--- config.mk ---
export PLATFORM = sky130hd
export DESIGN_NAME = mdu_issue_ctrl
export DESIGN_NICKNAME = d
export VERILOG_FILES = /design/src/rtl/mdu_issue_ctrl.sv
export SDC_FILE = /design/constraint.sdc
export NUM_CORES = 1
export LEC_CHECK = 0
export BUFFER_PORTS_ARGS = -buffer_cell sky130_fd_sc_hd__buf_4
export CAP_MARGIN = 0
export CORE_UTILIZATION = 45
export DETAILED_ROUTE_END_ITERATION = 12
export PLACE_DENSITY = 0.71
export SLEW_MARGIN = 20
export SYNTH_ARGS = -nofsm -noshare
export SYNTH_HDL_FRONTEND = slang
export SYNTH_SLANG_ARGS = --single-unit
--- constraint.sdc ---
create_clock -name clk -period 2 [get_ports clk]
set_input_delay 0.1 -clock clk [delete_from_list [all_inputs] [get_ports clk]]
set_output_delay 0.1 -clock clk [all_outputs]
set_load 0.01 [all_outputs]
--- src/rtl/mdu_issue_ctrl.sv ---
// mdu_issue_ctrl -- E-stage initiator for the multiply/divide unit.
//   Converts the E-stage MDU op into the start/op pulse the MDU consumes, tracks
//   the MDU's fixed latency with a local down-counter, stalls D-stage MDU
//   instructions while an operation is pending, checks the MDU busy line
//   against the locally tracked state, and counts stall cycles.
// Ports:
//   clk, reset      clock; synchronous active-high reset
//   req             exception/interrupt request (MDU frozen this cycle)
//   e_valid         E-stage holds a valid instruction
//   e_mdu_op[2:0]   E-stage op: 0 none,1 mult,2 multu,3 div,4 divu,5 mthi,6 mtlo,7 rsvd
//   d_is_mdu        D-stage instruction uses the MDU
//   mdu_busy        busy from the MDU
//   mdu_start       start pulse to the MDU
//   mdu_op[2:0]     op to the MDU
//   stall_d         freeze D, bubble into E
//   proto_err       sticky: mdu_busy disagreed with the tracked state
//   stall_cnt       saturating stall-cycle counter
module mdu_issue_ctrl #(
  parameter int MULT_LAT = 5,
  parameter int DIV_LAT  = 10,
  parameter int CNT_W    = 32
) (
  input  logic             clk,
  input  logic             reset,
  input  logic             req,
  input  logic             e_valid,
  input  logic [2:0]       e_mdu_op,
  input  logic             d_is_mdu,
  input  logic             mdu_busy,
  output logic             mdu_start,
  output logic [2:0]       mdu_op,
  output logic             stall_d,
  output logic             proto_err,
  output logic [CNT_W-1:0] stall_cnt
);
  localparam int MAXL = (DIV_LAT > MULT_LAT) ? DIV_LAT : MULT_LAT;
  localparam int CW   = $clog2(MAXL + 1);

  typedef enum logic {IDLE = 1'b0, BUSY = 1'b1} state_t;

  state_t           r_state;
  logic [CW-1:0]    r_exp_cnt;
  logic             r_proto_err;
  logic [CNT_W-1:0] r_stall_cnt;

  logic w_issue;     // E op is live this cycle (valid, not flushed, not in reset)
  logic w_start_op;  // op is one of mult/multu/div/divu
  logic w_is_div;
  logic w_start;
  logic w_stall;
  logic w_busy_st;

  assign w_busy_st  = (r_state == BUSY);
  assign w_issue    = e_valid & ~req & ~reset;
  assign w_start_op = (e_mdu_op >= 3'd1) && (e_mdu_op <= 3'd4);
  assign w_is_div   = (e_mdu_op == 3'd3) || (e_mdu_op == 3'd4);
  assign w_start    = w_issue & w_start_op & ~w_busy_st;
  // Reserved code 7 is squashed so the MDU never sees it.
  assign mdu_op     = (w_issue && e_mdu_op != 3'd7) ? e_mdu_op : 3'd0;
  assign mdu_start  = w_start;
  // mdu_busy is included so a D-stage op still waits if the MDU runs longer
  // than the tracked latency; it feeds only stall_d, never mdu_start.
  assign w_stall    = ~reset & d_is_mdu & (w_start | w_busy_st | mdu_busy);
  assign stall_d    = w_stall;
  assign proto_err  = r_proto_err;
  assign stall_cnt  = r_stall_cnt;

  always_ff @(posedge clk) begin
    if (reset) begin
      r_state     <= IDLE;
      r_exp_cnt   <= '0;
      r_proto_err <= 1'b0;
      r_stall_cnt <= '0;
    end else begin
      // Busy line must track our own view of the MDU; a start-type op
      // arriving while busy means the pipeline failed to stall it.
      if ((mdu_busy != w_busy_st) || (w_issue & w_start_op & w_busy_st))
        r_proto_err <= 1'b1;

      if (w_stall && !req && !(&r_stall_cnt))
        r_stall_cnt <= r_stall_cnt + CNT_W'(1);

      case (r_state)
        IDLE: if (w_start) begin
          r_state   <= BUSY;
          r_exp_cnt <= w_is_div ? CW'(DIV_LAT) : CW'(MULT_LAT);
        end
        BUSY: if (!req) begin
          // req freezes the MDU, so the window stretches by one per req cycle.
          if (r_exp_cnt == CW'(1)) begin
            r_state   <= IDLE;
            r_exp_cnt <= '0;
          end else begin
            r_exp_cnt <= r_exp_cnt - CW'(1);
          end
        end
        default: r_state <= IDLE;
      endcase
    end
  end
endmodule
==> After elaboration in Yosys (flattened, before gate mapping) <==
Cells that the tools add are included.
{ "totals": {"regBits": 38, "in_bits": 9, "out_inout_bits": 38, "wordCells": 47} }
{ "op_classes": {"n_addsub": 2, "magnitude_cmp": 2, "n_eq_ne": 7, "n_mux": 10, "bitwise_logic": 12, "reduce_logical": 10} }
{ "ops": {"columns": ["op", "count"], "rows": [
  ["adder 32 x 1 -> 32 bit, second input constant", 1],
  ["AND reduction 32 bit", 1],
  ["2-to-1 mux 4 bit", 4],
  ["case mux 4 bit (2 select lines)", 1],
  ["AND 1 bit", 7],
  ["== test 4 x 1 -> 1 bit, second input constant", 1],
  ["logical AND 1 bit", 4],
  ["inequality test 2 bit, second input constant", 2],
  ["subtractor 4 x 1 -> 4 bit, second input constant", 1],
  ["== test 3 x 2 -> 1 bit, second input constant", 1],
  ["== test 3 bit, second input constant", 1],
  [">= comparator 3 x 1 -> 1 bit, second input constant", 1],
  ["<= comparator 3 bit, second input constant", 1],
  ["2-to-1 mux 1 bit", 3],
  ["2-to-1 mux 3 bit", 1],
  ["inequality test 3 bit, second input constant", 1],
  ["inverter 1 bit", 3],
  ["zero test 1 bit", 2],
  ["logical OR 1 bit", 2],
  ["bitwise OR 1 bit", 2],
  ["case mux 1 bit (2 select lines)", 1],
  ["AND reduction 2 bit", 1],
  ["inequality test 1 bit", 1]
]} }

==> Logic depth before layout (Yosys ltp) <==
{ "logic_depth": {"ltp_word": 10, "mapped_depth": 8, "depth_no_buf": 7} }

==> Least setup slack after synthesis <==
No wires, ideal clock.
{ "synth_timing": {"path_type": "reg-to-reg", "from": "reg r_stall_cnt[3], in the netlist stall_cnt[3]", "to": "reg r_stall_cnt[0], in the netlist stall_cnt[0]", "arrival_time_ns": 2.181, "setup_slack_ns": -0.251, "path_stages_with_launch": 8, "period_less_slack_ns": 2.251, "cell_sequence": "dfxtp_1 -> nand4_1 -> or3_1 -> nor4b_1 -> clkbuf_1 -> buf_2 -> o21ai_0 -> a21oi_1"} }
{ "synth_between": {"elab_chain_len": 3} }
{ "synth_rtl": {"columns": ["element", "line_no", "text"], "rows": [
  ["start, declared", "44", "logic [CNT_W-1:0] r_stall_cnt;"],
  ["start signal, assigned", "81", "r_stall_cnt <= r_stall_cnt + CNT_W'(1);"],
  ["AND reduction 32 bit", "80", "if (w_stall && !req && !(&r_stall_cnt))"],
  ["zero test 1 bit", "80", null],
  ["logical AND 1 bit", "80", null]
]} }
Every way passes these cells.
A chain may end at the register's enable or synchronous reset.

==> Final worst setup path <==
{ "layout_timing": {"from": "reg r_stall_cnt[5], in the netlist stall_cnt[5]", "to": "reg r_stall_cnt[28], in the netlist stall_cnt[28]"} }
{ "layout_between": {"elab_chain_len": 3, "word_cells_on_any_way": 4, "classes_between": "add/sub: 1; reduce/logical: 3"} }
{ "layout_rtl": {"columns": ["element"], "rows": [
  ["parallel branches: the longest is 3 deep, another holds adder 32 x 1 -> 32 bit"]
]} }
Parallel ways; which one is timed is not known.

==> impl_results.md <==
- Run status: complete, but fails checks
- Failing checks: DRC
- Initial antenna violation count: 0
- Sequential fraction of the synthesis area: 0.3602
- CTS tree: done
- Dpl ws: -178.4 ps
- Remaining global-route overflow: 0
- Shortest clock period the worst path allows after layout: 1998 ps
- Die Area: 0.004972 mm2
- Leading cell types by total area after synthesis: sky130_fd_sc_hd__dfxtp_1 (36%), sky130_fd_sc_hd__o31ai_1 (7.8%), sky130_fd_sc_hd__or4_1 (7.1%)
- # diodes: 0
- Area growth syn-to-layout: 44.79%
- CP delay by family, top: simple AND/OR/NAND/NOR gates
- Number of buffers and inverters on the critical path: 1
- Count of port buffers added during placement: 46
- Worst-path clk slew: 70 ps
- Number of enable flip-flop cells after synthesis: 0
- Kind of end point of the critical path: flip-flop
- Req. time, crit path: 2180 ps
- Clk network pwr share: 0.381
- Peak ir drop on the vdd network: 317.8 uV
- TritonCTS Sinks: 38
- Yosys warnings: 0
- Least-Margin Pin Slew: 540.2 ps
- Cell type of the slowest stage on the worst timing path: sky130_fd_sc_hd__nor3_1
- Final std cells w/o fill: 408
- Initial Utilization: 0.4752
- Slack of the critical path: 2.337 ps
- Fraction of registers with async set or reset after synthesis: 0
- CTS Buffer Depth: 2
- Largest stage delay on the critical path: 360 ps
- Post-route antenna net violation count: 0
- Portion of total power attributed to sequential cells: 0.529
- Cell Count Post-Placement: 396
- Highest fanout seen on the critical path: 12
- Fraction of layout cells with a size suffix above 1: 0.3904
- Arrival time reported for the critical path endpoint: 2180 ps
- Total global routing track utilization: 0.2415
- Vias per std cell: 5.843
- Number of placement rows: 24
- Avg Inst Size Synth: 8.218 um2
- Cell at the root of the clock tree: sky130_fd_sc_hd__clkbuf_8
- RSZ-0062 raised after global routing: true
- Switching fraction of total power: 0.2406
- Cell area power density: 475.9 mW/mm2
- Placed wire-length estimate after detailed placement: 4177 um
- Post-Syn Instances: 257
- Clock latency at the later pin of the worst-skew pair: 290 ps
- Post-synthesis instance area: 0.002112 mm2
- Worst Setup Start Kind: flip-flop
- Number of detailed-routing iterations run before antenna repair: 8
- Drt first-iter violations: 161
- Drt drc: 10
- Wire length of the first global-routing pass: 9625 um
- Via count of the routed design: 2384
- Part of the cycle the worst path needs: 0.9988
- Pin count of the biggest net entering global routing: 25
- PnR Total Power: 1455 uW
- Final count of negative-setup-slack endpoints: 0
- Switching power: 350.1 uW
- Setup Crit Path Kind: flip-flop to flip-flop
- Die X-Extent: 70.51 um
- Vertical die dimension: 70.51 um
- Clock buffer count from CTS: 5
- Final hold viol count: 0
- Number of global-route vias before repair: 2194
- Average wire per cell in the routed design: 14.12 um
- Core Footprint: 0.004444 mm2
- Share of total power in combinational logic: 0.090
- Fraction of synthesized cell area taken by the top area cell type: 0.3602
- Ordered list of cells on the worst path: nand4_1 > nor3_1 > o21ai_0 > buf_4 > nor4_1 > mux2_2
- Remaining max-slew budget at the tightest pin: 0.6377
- I/O pin total: 47
- Leakage component of the power: 0.001192 uW
- Level count of the clock H-tree: 2
- Final GP Congestion: 0.8428
- Total of flip-flops plus latches after synthesis: 38
- Dominant synthesized flop cell: sky130_fd_sc_hd__dfxtp_1
- Library cell occupying the most area in the post-synthesis netlist: sky130_fd_sc_hd__dfxtp_1
- Number of distinct library cells after synthesis: 40
- Net count after synthesis: 269
- Final-stage net count: 367
- Layout Skew: 7.615 ps
- Maxcap violations: 0
- Type of the worst min-delay path: primary input to flip-flop
- Sum of routed wire length over all layers: 5759 um
- Internal power of the cells: 1105 uW
- Count of final max-slew check failures: 0
- Fmax: 500.6 MHz
cell families (layout without fill, tap and decap cells):
kind of cell	count (synthesis)	count (layout)	synth area share
compound gates	75	75	0.2340
buf+inv	24	122	0.04680
fa+ha+maj	3	3	0.01777
xor+xnor	1	1	0.004148
simple gates	112	113	0.3157
mux	4	4	0.02133
flops	38	38	0.3602
power by group through the flow:
stage | clock (uW) | sequential (uW) | combinational, uW
floorplan | 0 | 788 | 62.8
global placement | 0 | 787 | 127
detailed placement | 0 | 787 | 129
CTS | 566 | 770 | 130
global route | 600 | 771 | 145
finish | 554 | 770 | 131
Yosys cell counts (all sizes together), types with 4 or more instances:
master / count
a211oi: 5
a21oi: 26
and2: 5
and4: 4
clkbuf: 12
dfxtp: 38
inv: 10
mux2: 4
nand2: 19
nand3: 9
nand4: 10
nor2: 12
nor2b: 5
nor3: 7
nor4: 4
o21ai: 6
o31ai: 22
o41ai: 4
or3: 6
or4: 21
cell type report:
type | count | area, um2
clock inverter | 1 | 5.005
sequential | 38 | 768.2
inverter | 10 | 37.54
fill | 377 | 1386
tap | 52 | 65.06
clock buffer | 7 | 86.33
timing repair buffer | 104 | 784.5
multi-input combinational | 196 | 1311
through the flow:
| step | cell area, um2 | utilization | hold slack, ps | TNS [ps] |
|---|---|---|---|---|
| 6_report | 3058 | 0.6881 | 136.9 | 0 |
| 3_5_place_dp | 2902 | 0.6529 | 434.3 | -1906 |
| 3_3_place_gp | 2902 | 0.6529 | 428.1 | -1249 |
| 4_1_cts | 2999 | 0.6748 | 127.9 | -2.680 |
| 5_1_grt | 3058 | 0.6881 | 162.3 | -497.5 |
| 2_1_floorplan | 2142 | - | 289.8 | -108.1 |
path summary, 6_finish.rpt:
| path | from | endpoint | slack (ps) | cells after the start |
|---|---|---|---|---|
| worst max-delay path | stall_cnt[5]$_SDFFE_PP0P_ | stall_cnt[28]$_SDFFE_PP0P_ | 2 | 6 |
| worst min-delay path | mdu_busy | proto_err$_SDFFE_PP0P_ | 140 | 3 |
| worst max register to register | stall_cnt[5]$_SDFFE_PP0P_ | stall_cnt[28]$_SDFFE_PP0P_ | 2 | 6 |
| worst min register to register | proto_err$_SDFFE_PP0P_ | proto_err$_SDFFE_PP0P_ | 460 | 2 |
per-layer routing:
metal  vias up  global-route usage  wire length [um]
met5         -                   0                 0
met4         0             0.07710                71
met3         7             0.05051               306
met2        69              0.4099              2689
met1      1103              0.3065              2692
li1       1205                   -                 -
tightest hold or removal path: cells and delay by family:
kind	cells	cell delay, ps
buffers and inverters	1	90
AO/OA/AOI/OAI	2	200
layout by cell type (no fill, tap or decap), drive strengths merged, types with 5 or more instances in the layout:
master,count
nand3,9
o31ai,22
clkbuf,7
a21oi,26
a211oi,5
or3,6
o21ai,6
dfxtp,38
nor3,7
nand4,10
or4,22
and2,5
buf,104
nor2b,5
inv,10
nand2,19
nor2,12
flip-flops by register name (all words and copies together) (netlist names):
register / flops
r_state: 1
stall_cnt: 32
proto_err: 1
r_exp_cnt: 4
timing repair:
item / CTS / global route
setup buffers: 0 / 3
resized for setup: 2 / 8
hold buffers: 0 / 0
pin swaps: 1 / 3
cloned: 0 / 1
endpoints found under the setup margin: 5 / 26
Power figures use the tool's default switching activity.
